<file path="config.mk">
export PLATFORM = sky130hd
export DESIGN_NAME = seq_rec_readout_flat
export DESIGN_NICKNAME = d
export VERILOG_FILES = /design/src/rtl/seq_rec_readout_pkg.sv /design/src/rtl/seq_rec_readout_if.sv /design/src/rtl/seq_rec_readout_fifo.sv /design/src/rtl/seq_rec_readout.sv /design/src/flat_wrapper.sv
export SDC_FILE = /design/constraint.sdc
export NUM_CORES = 1
export LEC_CHECK = 0
export CAP_MARGIN = 20
export CORE_MARGIN = 2
export CORE_UTILIZATION = 30
export CTS_CLUSTER_DIAMETER = 50
export CTS_CLUSTER_SIZE = 24
export DETAILED_ROUTE_END_ITERATION = 8
export SLEW_MARGIN = 25
export SYNTH_ARGS = -nofsm -noshare
export SYNTH_HDL_FRONTEND = slang
export SYNTH_SLANG_ARGS = --single-unit
</file>
<file path="constraint.sdc">
create_clock -name BUS_CLK -period 5.4 [get_ports BUS_CLK]
set_input_delay 1.08 -clock BUS_CLK [delete_from_list [all_inputs] [get_ports BUS_CLK]]
set_output_delay 1.08 -clock BUS_CLK [all_outputs]
set_load 0.05 [all_outputs]
</file>
<file path="src/rtl/seq_rec_readout_pkg.sv">
// seq_rec_readout_pkg: engine state encoding and sequence recorder register map
package seq_rec_readout_pkg;
  typedef enum logic [2:0] {IDLE, ARM, POLL_RD, POLL_CAP, READ_RD, READ_CAP, FLUSH} state_t;
  localparam int REG_DONE = 1;
  localparam int MEM_OFF = 16;
endpackage

</file>
<file path="src/rtl/seq_rec_readout_if.sv">
// seq_rec_readout_if: 8-bit basil bus between the readout master and the recorder
interface seq_rec_readout_if #(parameter int ABUSWIDTH = 16) ();
  logic [ABUSWIDTH-1:0] M_ADD;
  logic [7:0] M_DATA_OUT;
  logic M_RD;
  logic M_WR;
  logic [7:0] M_DATA_IN;
  modport master (output M_ADD, M_DATA_OUT, M_RD, M_WR, input M_DATA_IN);
  modport slave (input M_ADD, M_DATA_OUT, M_RD, M_WR, output M_DATA_IN);
endinterface

</file>
<file path="src/rtl/seq_rec_readout_fifo.sv">
// seq_rec_readout_fifo: first-word fall-through FIFO, DEPTH must be a power of 2
module seq_rec_readout_fifo #(
  parameter int DEPTH = 8,
  parameter int WIDTH = 32
) (
  input  logic BUS_CLK,
  input  logic RST,
  input  logic push,
  input  logic [WIDTH-1:0] din,
  input  logic pop,
  output logic [WIDTH-1:0] dout,
  output logic empty,
  output logic full
);
  localparam int AW = $clog2(DEPTH);
  logic [WIDTH-1:0] mem [DEPTH];
  logic [AW-1:0] wr_ptr, rd_ptr;
  logic [AW:0] cnt;
  logic do_push, do_pop;
  assign empty = cnt == '0;
  assign full = cnt == (AW+1)'(DEPTH);
  assign do_pop = pop && !empty;
  // a pop frees the head slot in the same cycle, so a full FIFO still accepts a push
  assign do_push = push && (!full || do_pop);
  assign dout = empty ? '0 : mem[rd_ptr];
  always_ff @(posedge BUS_CLK) begin
    if (RST) begin
      wr_ptr <= '0;
      rd_ptr <= '0;
      cnt <= '0;
    end else begin
      if (do_push) wr_ptr <= wr_ptr + AW'(1);
      if (do_pop) rd_ptr <= rd_ptr + AW'(1);
      cnt <= cnt + (AW+1)'(do_push) - (AW+1)'(do_pop);
    end
  end
  always_ff @(posedge BUS_CLK) if (do_push) mem[wr_ptr] <= din;
endmodule

</file>
<file path="src/rtl/seq_rec_readout.sv">
// seq_rec_readout: arms the recorder, polls done, reads bytes back and packs them into 32-bit FIFO words
module seq_rec_readout import seq_rec_readout_pkg::*; #(
  parameter int ABUSWIDTH = 16,
  parameter int BASE_ADDR = 0,
  parameter int MEM_BYTES = 8*1024,
  parameter int POLL_TIMEOUT = 65535,
  parameter int FIFO_DEPTH = 8
) (
  input  logic BUS_CLK,
  input  logic RST,
  input  logic START,
  input  logic ABORT,
  input  logic [15:0] BYTES,
  seq_rec_readout_if.master bus,
  input  logic FIFO_READ,
  output logic FIFO_EMPTY,
  output logic [31:0] FIFO_DATA,
  output logic BUSY,
  output logic TIMEOUT
);
  state_t st;
  logic [15:0] len, idx;
  logic [31:0] poll_cnt, pack, push_data;
  logic [1:0] lane;
  logic push, full, last;
  assign lane = idx[1:0];
  assign last = idx + 16'd1 == len;
  assign BUSY = st != IDLE;
  assign bus.M_WR = st == ARM;
  assign bus.M_RD = st == POLL_RD || (st == READ_RD && !full);
  assign bus.M_DATA_OUT = '0;
  assign bus.M_ADD = st == READ_RD ? ABUSWIDTH'(BASE_ADDR + MEM_OFF + 32'(idx)) :
                     (st == ARM || st == POLL_RD) ? ABUSWIDTH'(BASE_ADDR + REG_DONE) : '0;
  // lane 3 is pushed straight from the bus so the pack register never holds a full word
  assign push = !ABORT && (st == FLUSH || (st == READ_CAP && lane == 2'd3));
  assign push_data = st == FLUSH ? pack : {bus.M_DATA_IN, pack[23:0]};
  always_ff @(posedge BUS_CLK) begin
    if (RST) begin
      st <= IDLE;
      len <= '0;
      idx <= '0;
      poll_cnt <= '0;
      pack <= '0;
      TIMEOUT <= 1'b0;
    end else if (ABORT) begin
      st <= IDLE;
      pack <= '0;
    end else begin
      case (st)
        IDLE: if (START) begin
          st <= ARM;
          len <= 32'(BYTES) > 32'(MEM_BYTES) ? 16'(MEM_BYTES) : BYTES;
          idx <= '0;
          poll_cnt <= '0;
          pack <= '0;
          TIMEOUT <= 1'b0;
        end
        ARM: st <= POLL_RD;
        POLL_RD: st <= POLL_CAP;
        POLL_CAP: if (bus.M_DATA_IN[0]) st <= len == '0 ? IDLE : READ_RD;
          else if (poll_cnt >= 32'(POLL_TIMEOUT)) begin
            TIMEOUT <= 1'b1;
            st <= IDLE;
          end else begin
            poll_cnt <= poll_cnt + 32'd1;
            st <= POLL_RD;
          end
        READ_RD: if (!full) st <= READ_CAP;
        READ_CAP: begin
          pack <= lane == 2'd3 ? '0 : pack | (32'(bus.M_DATA_IN) << {lane, 3'b000});
          idx <= idx + 16'd1;
          st <= !last ? READ_RD : lane == 2'd3 ? IDLE : FLUSH;
        end
        FLUSH: begin
          pack <= '0;
          st <= IDLE;
        end
        default: st <= IDLE;
      endcase
    end
  end
  seq_rec_readout_fifo #(.DEPTH(FIFO_DEPTH), .WIDTH(32)) u_fifo (
    .BUS_CLK(BUS_CLK),
    .RST(RST),
    .push(push),
    .din(push_data),
    .pop(FIFO_READ),
    .dout(FIFO_DATA),
    .empty(FIFO_EMPTY),
    .full(full)
  );
endmodule
</file>
<file path="src/flat_wrapper.sv">
// flat-port wrapper written by rule: the top's interface ports become plain ports
module seq_rec_readout_flat import seq_rec_readout_pkg::*;
#(
  parameter int ABUSWIDTH = 16,
  parameter int BASE_ADDR = 0,
  parameter int MEM_BYTES = 8*1024,
  parameter int POLL_TIMEOUT = 65535,
  parameter int FIFO_DEPTH = 8
)
  (BUS_CLK, RST, START, ABORT, BYTES, FIFO_READ, FIFO_EMPTY, FIFO_DATA, BUSY, TIMEOUT, bus_M_ADD, bus_M_DATA_OUT, bus_M_RD, bus_M_WR, bus_M_DATA_IN);
  seq_rec_readout_if #(.ABUSWIDTH(ABUSWIDTH)) bus_i ();
  input  logic BUS_CLK;
  input  logic RST;
  input  logic START;
  input  logic ABORT;
  input  logic [15:0] BYTES;
  input  logic FIFO_READ;
  output logic FIFO_EMPTY;
  output logic [31:0] FIFO_DATA;
  output logic BUSY;
  output logic TIMEOUT;
  output wire logic [$bits(bus_i.M_ADD)-1:0] bus_M_ADD;
  output wire logic [$bits(bus_i.M_DATA_OUT)-1:0] bus_M_DATA_OUT;
  output wire logic [$bits(bus_i.M_RD)-1:0] bus_M_RD;
  output wire logic [$bits(bus_i.M_WR)-1:0] bus_M_WR;
  input wire logic [$bits(bus_i.M_DATA_IN)-1:0] bus_M_DATA_IN;
  assign bus_M_ADD = bus_i.M_ADD;
  assign bus_M_DATA_OUT = bus_i.M_DATA_OUT;
  assign bus_M_RD = bus_i.M_RD;
  assign bus_M_WR = bus_i.M_WR;
  assign bus_i.M_DATA_IN = bus_M_DATA_IN;
  seq_rec_readout #(.ABUSWIDTH(ABUSWIDTH), .BASE_ADDR(BASE_ADDR), .MEM_BYTES(MEM_BYTES), .POLL_TIMEOUT(POLL_TIMEOUT), .FIFO_DEPTH(FIFO_DEPTH)) u_core (.BUS_CLK(BUS_CLK), .RST(RST), .START(START), .ABORT(ABORT), .BYTES(BYTES), .bus(bus_i), .FIFO_READ(FIFO_READ), .FIFO_EMPTY(FIFO_EMPTY), .FIFO_DATA(FIFO_DATA), .BUSY(BUSY), .TIMEOUT(TIMEOUT));
endmodule
</file>
======== After elaboration in Yosys (flattened, before gate mapping) ========
Memory sizes are Yosys's and may differ from the RTL's. A register that Yosys moved wholly into a read port is not among the register bits.
Index checks and enable logic that the tools add are counted.
W data, S select, Z words.
storage, ports and cells
  bits in registers ....................... 110
  RAM bits ................................ 256
  input port bits ......................... 29
  word-level logic and storage cells ...... 91
  memories kept ........................... 1
memory list
  memory             words  bits a word  rd ports  clocked after Yosys merged registers in  write ports  line                        RTL
  u_core.u_fifo.mem  8      32           1         1                                        1            seq_rec_readout_fifo.sv:16  logic [WIDTH-1:0] mem [DEPTH];
cells by class
  add/sub/neg operators ................... 7
  order comparisons ....................... 2
  equal/unequal tests ..................... 14
  shift-type cells ........................ 1
  multiplexer cells ....................... 29
  bitwise operators ....................... 2
  reduce and logical (&&, ||, !) cells .... 26
operators by type and width
  cell                     number
  $mux W32                 6
  $pmux W32 S3             1
  $pmux W32 S2             1
  $mux W16                 3
  $add A32 B1 Y32 const B  1
  $ge A32 B16 Y1 const B   1
  $or A32 B32 Y32          1
  $pmux W16 S2             1
  $shl A8 B5 Y32           1
  $mux W3                  8
  $pmux W3 S6              1
  $add A16 B1 Y16 const B  1
  $add A5 B16 Y16 const A  1
  $eq A16 B16 Y1           1
  $gt A16 B14 Y1 const B   1
  $logic_not A16 Y1        1
  $reduce_and A5 Y1        2
  $eq A3 B3 Y1 const B     3
  $ne A2 B2 Y1 const B     4
  $add A3 B1 Y3 const B    2
  $eq A3 B2 Y1 const B     2
  $mux W1                  6
  $reduce_and A3 Y1        2
  $reduce_bool A3 Y1       2
  other kinds (17)         28

======== Longest topological paths before layout ========
  depth after elaboration ................. 7
  gate-level depth with buffers ........... 13
  depth with buffers taken out ............ 13

======== Modules after synthesis ========
Synthesis repeated with hierarchy kept, for this count alone.
unflattened totals
  cells, all modules ...................... 1049
  area, all modules ....................... 15152.0 um^2
by module, submodules not included
  module                times used  cells each  area an instance (um^2)  sequential area each (um^2)
  seq_rec_readout_fifo  1           458         10279.9                  7947.6
  seq_rec_readout       1           591         4872.2                   2001.9

======== Worst setup path after synthesis ========
Ideal clock, no wire load.
  kind .................................... input -> register
  start ................................... in ABORT
  end ..................................... mem u_core.u_fifo.mem[6][0] (enable)
  setup time .............................. 0.468 ns
  arrival time ............................ 4.395 ns
  setup slack ............................. 0.537 ns
  cell stages on the path ................. 4
  buffers on the path ..................... 1
  cells stage by stage .................... clkbuf_1 -> nor3_1 -> nand2_1 -> nor3b_1
on the way
  word-level cells in the longest chain between the ends .. 5
RTL lines
  element                        line                        RTL
  from (decl)                    flat_wrapper.sv:15          input logic ABORT;
  $logic_not A1 Y1               seq_rec_readout.sv:35       assign push = !ABORT && (st == FLUSH || (st == READ_CAP && lane == 2'd3));
  $logic_and A1 B1 Y1            seq_rec_readout.sv:35
  $logic_and A1 B1 Y1            seq_rec_readout_fifo.sv:24  assign do_push = push && (!full || do_pop);
  $mux W1                        seq_rec_readout_fifo.sv:37  always_ff @(posedge BUS_CLK) if (do_push) mem[wr_ptr] <= din;
  $mux W1 (not written as such)  seq_rec_readout_fifo.sv:37
  to (decl)                      seq_rec_readout_fifo.sv:16
Every way passes these cells.

==> impl_metrics.toml <==
[drt]
route.vias.total = 8656
drtPass1Iterations = 7
drt-total-wl_mm = 32.9
wl_per_cell_um = 18.2
vias_per_cell = 4.78
ant_nets = 0
drc = 0
drtIter0Drc = 790

[sta]
whs_ns = 0.453
setup_viol = 0
clock.fmax_ghz = 0.228
rsz0062_at_grt = "false"
fin_skew_ns = 0.0285
fin_crit_ns = 4.39
period_share_pct = 81.4
worst_pin_slew_ns = 0.973
hold_viol_final = 0
tns_ns = 0
maxSlewViolCount = 0
slew_headroom_pct = 35.1

[synthesis]
ys_types = 58
yosys.area.top_type = "edfxtp_1"
synth-async-reset-ratio_pct = 0
ys_seq_elements = 369
yosysSeqAreaShare_pct = 66.1
yosysWarnings = 0
synth_edf_count = 256
syn_inst = 1043
dominantRegCellSynth = "edfxtp_1"
synth.avg_cell_area_um2 = 14.4
synth_top_area_share_pct = 51.1
synth.area.top_cells = "edfxtp_1 (51%), dfxtp_1 (15%), mux4_2 (9.6%), nor2_1 (3.5%), mux2i_1 (2.5%)"
synth_area_um2 = 15100

[power]
p_per_area_nw_per_um2 = 429
intPower_uw = 5060
ir_drop_mv = 0.282
switching_share_pct = 33.5
power_frac_seq_pct = 41.2
p_sw_uw = 2550
p_leak_uw = 0.00556
p_comb_share_pct = 28.2
pwr-share-clk_pct = 30.6

[worst_setup_path]
crit_required_ns = 4.32
startpoint_type = "flop"
ff2ff_path_depth = 6
critPathMaxStageDelay_ns = 0.75
rrSetupSlack_ns = 1.59
path_class = "reg -> out"
critPathArrivalTime_ns = 3.31
crit_fanout = 36
path_cells = "buf_12 > mux4_2 > mux2i_1 > nor2_1 > clkdlybuf4s50_1"
end_kind = "output port"
cp_slowest_cell = "dfxtp_4"

[global_routing]
grt_pass1_wl_mm = 50.7
grt_max_degree = 41
track_usage_pct = 12.4
grt_pass1_vias = 8775
grt_antenna_before_repair = 1
grt_overflow = 0

[floorplan]
ios = 90
core.rowCount = 82
die_w_um = 228
core_um2 = 49900
die_area_um2 = 52000
die_h_um = 228
start_util_pct = 30.2

[clock_network]
cts_tree = "done"
post_cts_resize_count = 0
h-tree-depth = 1
clkLatencyLatePin_ns = 0.60
clk_path_buf_depth = 3
root_buffer = "clkbuf_16"
cts_setup_buffers = 0
clk_pin_slew_ns = 0.08
cts_num_sinks = 369
cts_hold_buf = 0
numCtsBuffers = 30

[layout]
fin_util_pct = 35.6
drive_above_1_share_pct = 14.7
layout.nets = 1153
syn_to_final_growth_pct = 17.9

[placement]
hpwl_mm = 20.1
port_buffers = 81
gp_congestion = 0.822

[flow_run]
drv_cap = 0

[outcome]
status = "complete, no violations"

[min_path]
min_path_cells = 2
hold_class = "reg -> reg"
-- registers in the layout (all words and copies together), names as in the netlist, 4 cells and up, named ones only --
name / flops
u_core.pack: 32
u_core.poll_cnt: 32
u_core.len: 16
u_core.u_fifo.mem: 256
u_core.idx: 16
u_core.u_fifo.cnt: 4
-- metrics by stage --
step | instances | cell area (um2) | setup slack [ns] | power (uW)
global placement | 1752 | 16700 | 1.34 | 5370
global route | 1808 | 17700 | 0.758 | 7910
finish | 1809 | 17700 | 1.01 | 7610
CTS | 1808 | 17700 | 0.891 | 7710
floorplan | 1050 | 15100 | 0.537 | 4690
detailed placement | 1752 | 16700 | 1.37 | 5380
-- critical path: cells and delay by family (launching register included) --
family / cells / cell delay [ns]
buf+inv: 2 / 1.09
mux: 2 / 0.81
flops: 1 / 0.75
simple gates: 1 / 0.08
-- cell families (layout without fill, tap and decap cells) --
| group | count (synthesis) | in the layout | synth area share [%] |
|---|---|---|---|
| buffers and inverters | 83 | 169 | 2.38 |
| AO/OA/AOI/OAI | 130 | 130 | 5.43 |
| other | 1 | 9 | 0.0249 |
| multiplexers | 110 | 110 | 12.7 |
| AND/OR/NAND/NOR | 288 | 288 | 9.38 |
| XOR/XNOR | 50 | 50 | 2.96 |
| adder cells (fa/ha/maj) | 12 | 12 | 1.05 |
| flip-flops | 369 | 369 | 66.1 |
-- cell usage in the layout (no fill, tap or decap), types with 4 or more instances in the layout --
master / synthesis / layout
nand4_1: 9 / 9
a31oi_1: 4 / 4
and2_1: 19 / 19
mux2_2: 8 / 8
nand2b_1: 7 / 7
a211oi_1: 7 / 7
o21ai_0: 11 / 11
a311oi_1: 5 / 5
mux2i_1: 38 / 38
inv_6: 0 / 5
xor2_1: 19 / 19
nand3b_1: 5 / 5
nand3_1: 7 / 7
mux4_2: 64 / 64
o21ai_1: 9 / 9
a22oi_1: 15 / 15
edfxtp_1: 256 / 256
buf_4: 11 / 16
nor4_1: 18 / 17
clkbuf_16: 0 / 31
inv_8: 0 / 5
nor3b_2: 0 / 6
and4_1: 5 / 5
xnor2_1: 30 / 30
or3_1: 6 / 6
nor2_1: 139 / 136
nand2_1: 26 / 26
clkdlybuf4s50_1: 0 / 81
and3_1: 8 / 8
nor3_1: 19 / 17
dfxtp_1: 113 / 110
a21oi_1: 55 / 55
ha_1: 11 / 11
conb_1: 1 / 8
inv_1: 12 / 12
o211ai_1: 6 / 6
-- final timing paths --
check / start / end
setup reg to reg: u_core.st[1] / u_core.u_fifo.mem[2][0]
hold / removal: u_core.TIMEOUT / u_core.TIMEOUT
hold reg to reg: u_core.TIMEOUT / u_core.TIMEOUT
setup / recovery: flop / FIFO_DATA[10]
-- final cells by class --
class,instances,area [um2]
clock buffers,34,787
flip-flops and latches,369,9960
clock inverters,22,284
fillers,4814,32100
repair buffers,100,991
multi-input cells,598,4840
diodes,1,2.50
well taps,672,841
inverters,13,48.8
-- metal layers --
metal  track usage [%]  share of wire, %
met1              17.3                47
met2              19.9                45
met3              2.65               6.0
met4              2.66               1.9
met5                 0                 0
-- synth_stat cells, types with 6 or more instances --
cell type / count
a211oi_1: 7
a21oi_1: 55
a22oi_1: 15
and2_1: 19
and3_1: 8
buf_1: 13
buf_4: 11
clkbuf_1: 42
dfxtp_1: 113
edfxtp_1: 256
ha_1: 11
inv_1: 12
mux2_2: 8
mux2i_1: 38
mux4_2: 64
nand2_1: 26
nand2b_1: 7
nand3_1: 7
nand4_1: 9
nor2_1: 139
nor3_1: 19
nor3b_1: 7
nor4_1: 18
o211ai_1: 6
o21ai_0: 11
o21ai_1: 9
or3_1: 6
xnor2_1: 30
xor2_1: 19
-- power groups by stage --
stage	Sequential, uW	Clock, uW	Combinational (uW)
floorplan	3100	0	1590
global placement	3210	0	2170
detailed placement	3210	0	2180
CTS	3140	2380	2180
global route	3150	2490	2270
finish	3130	2330	2150
No activity file was read; power rests on OpenSTA's default activity.
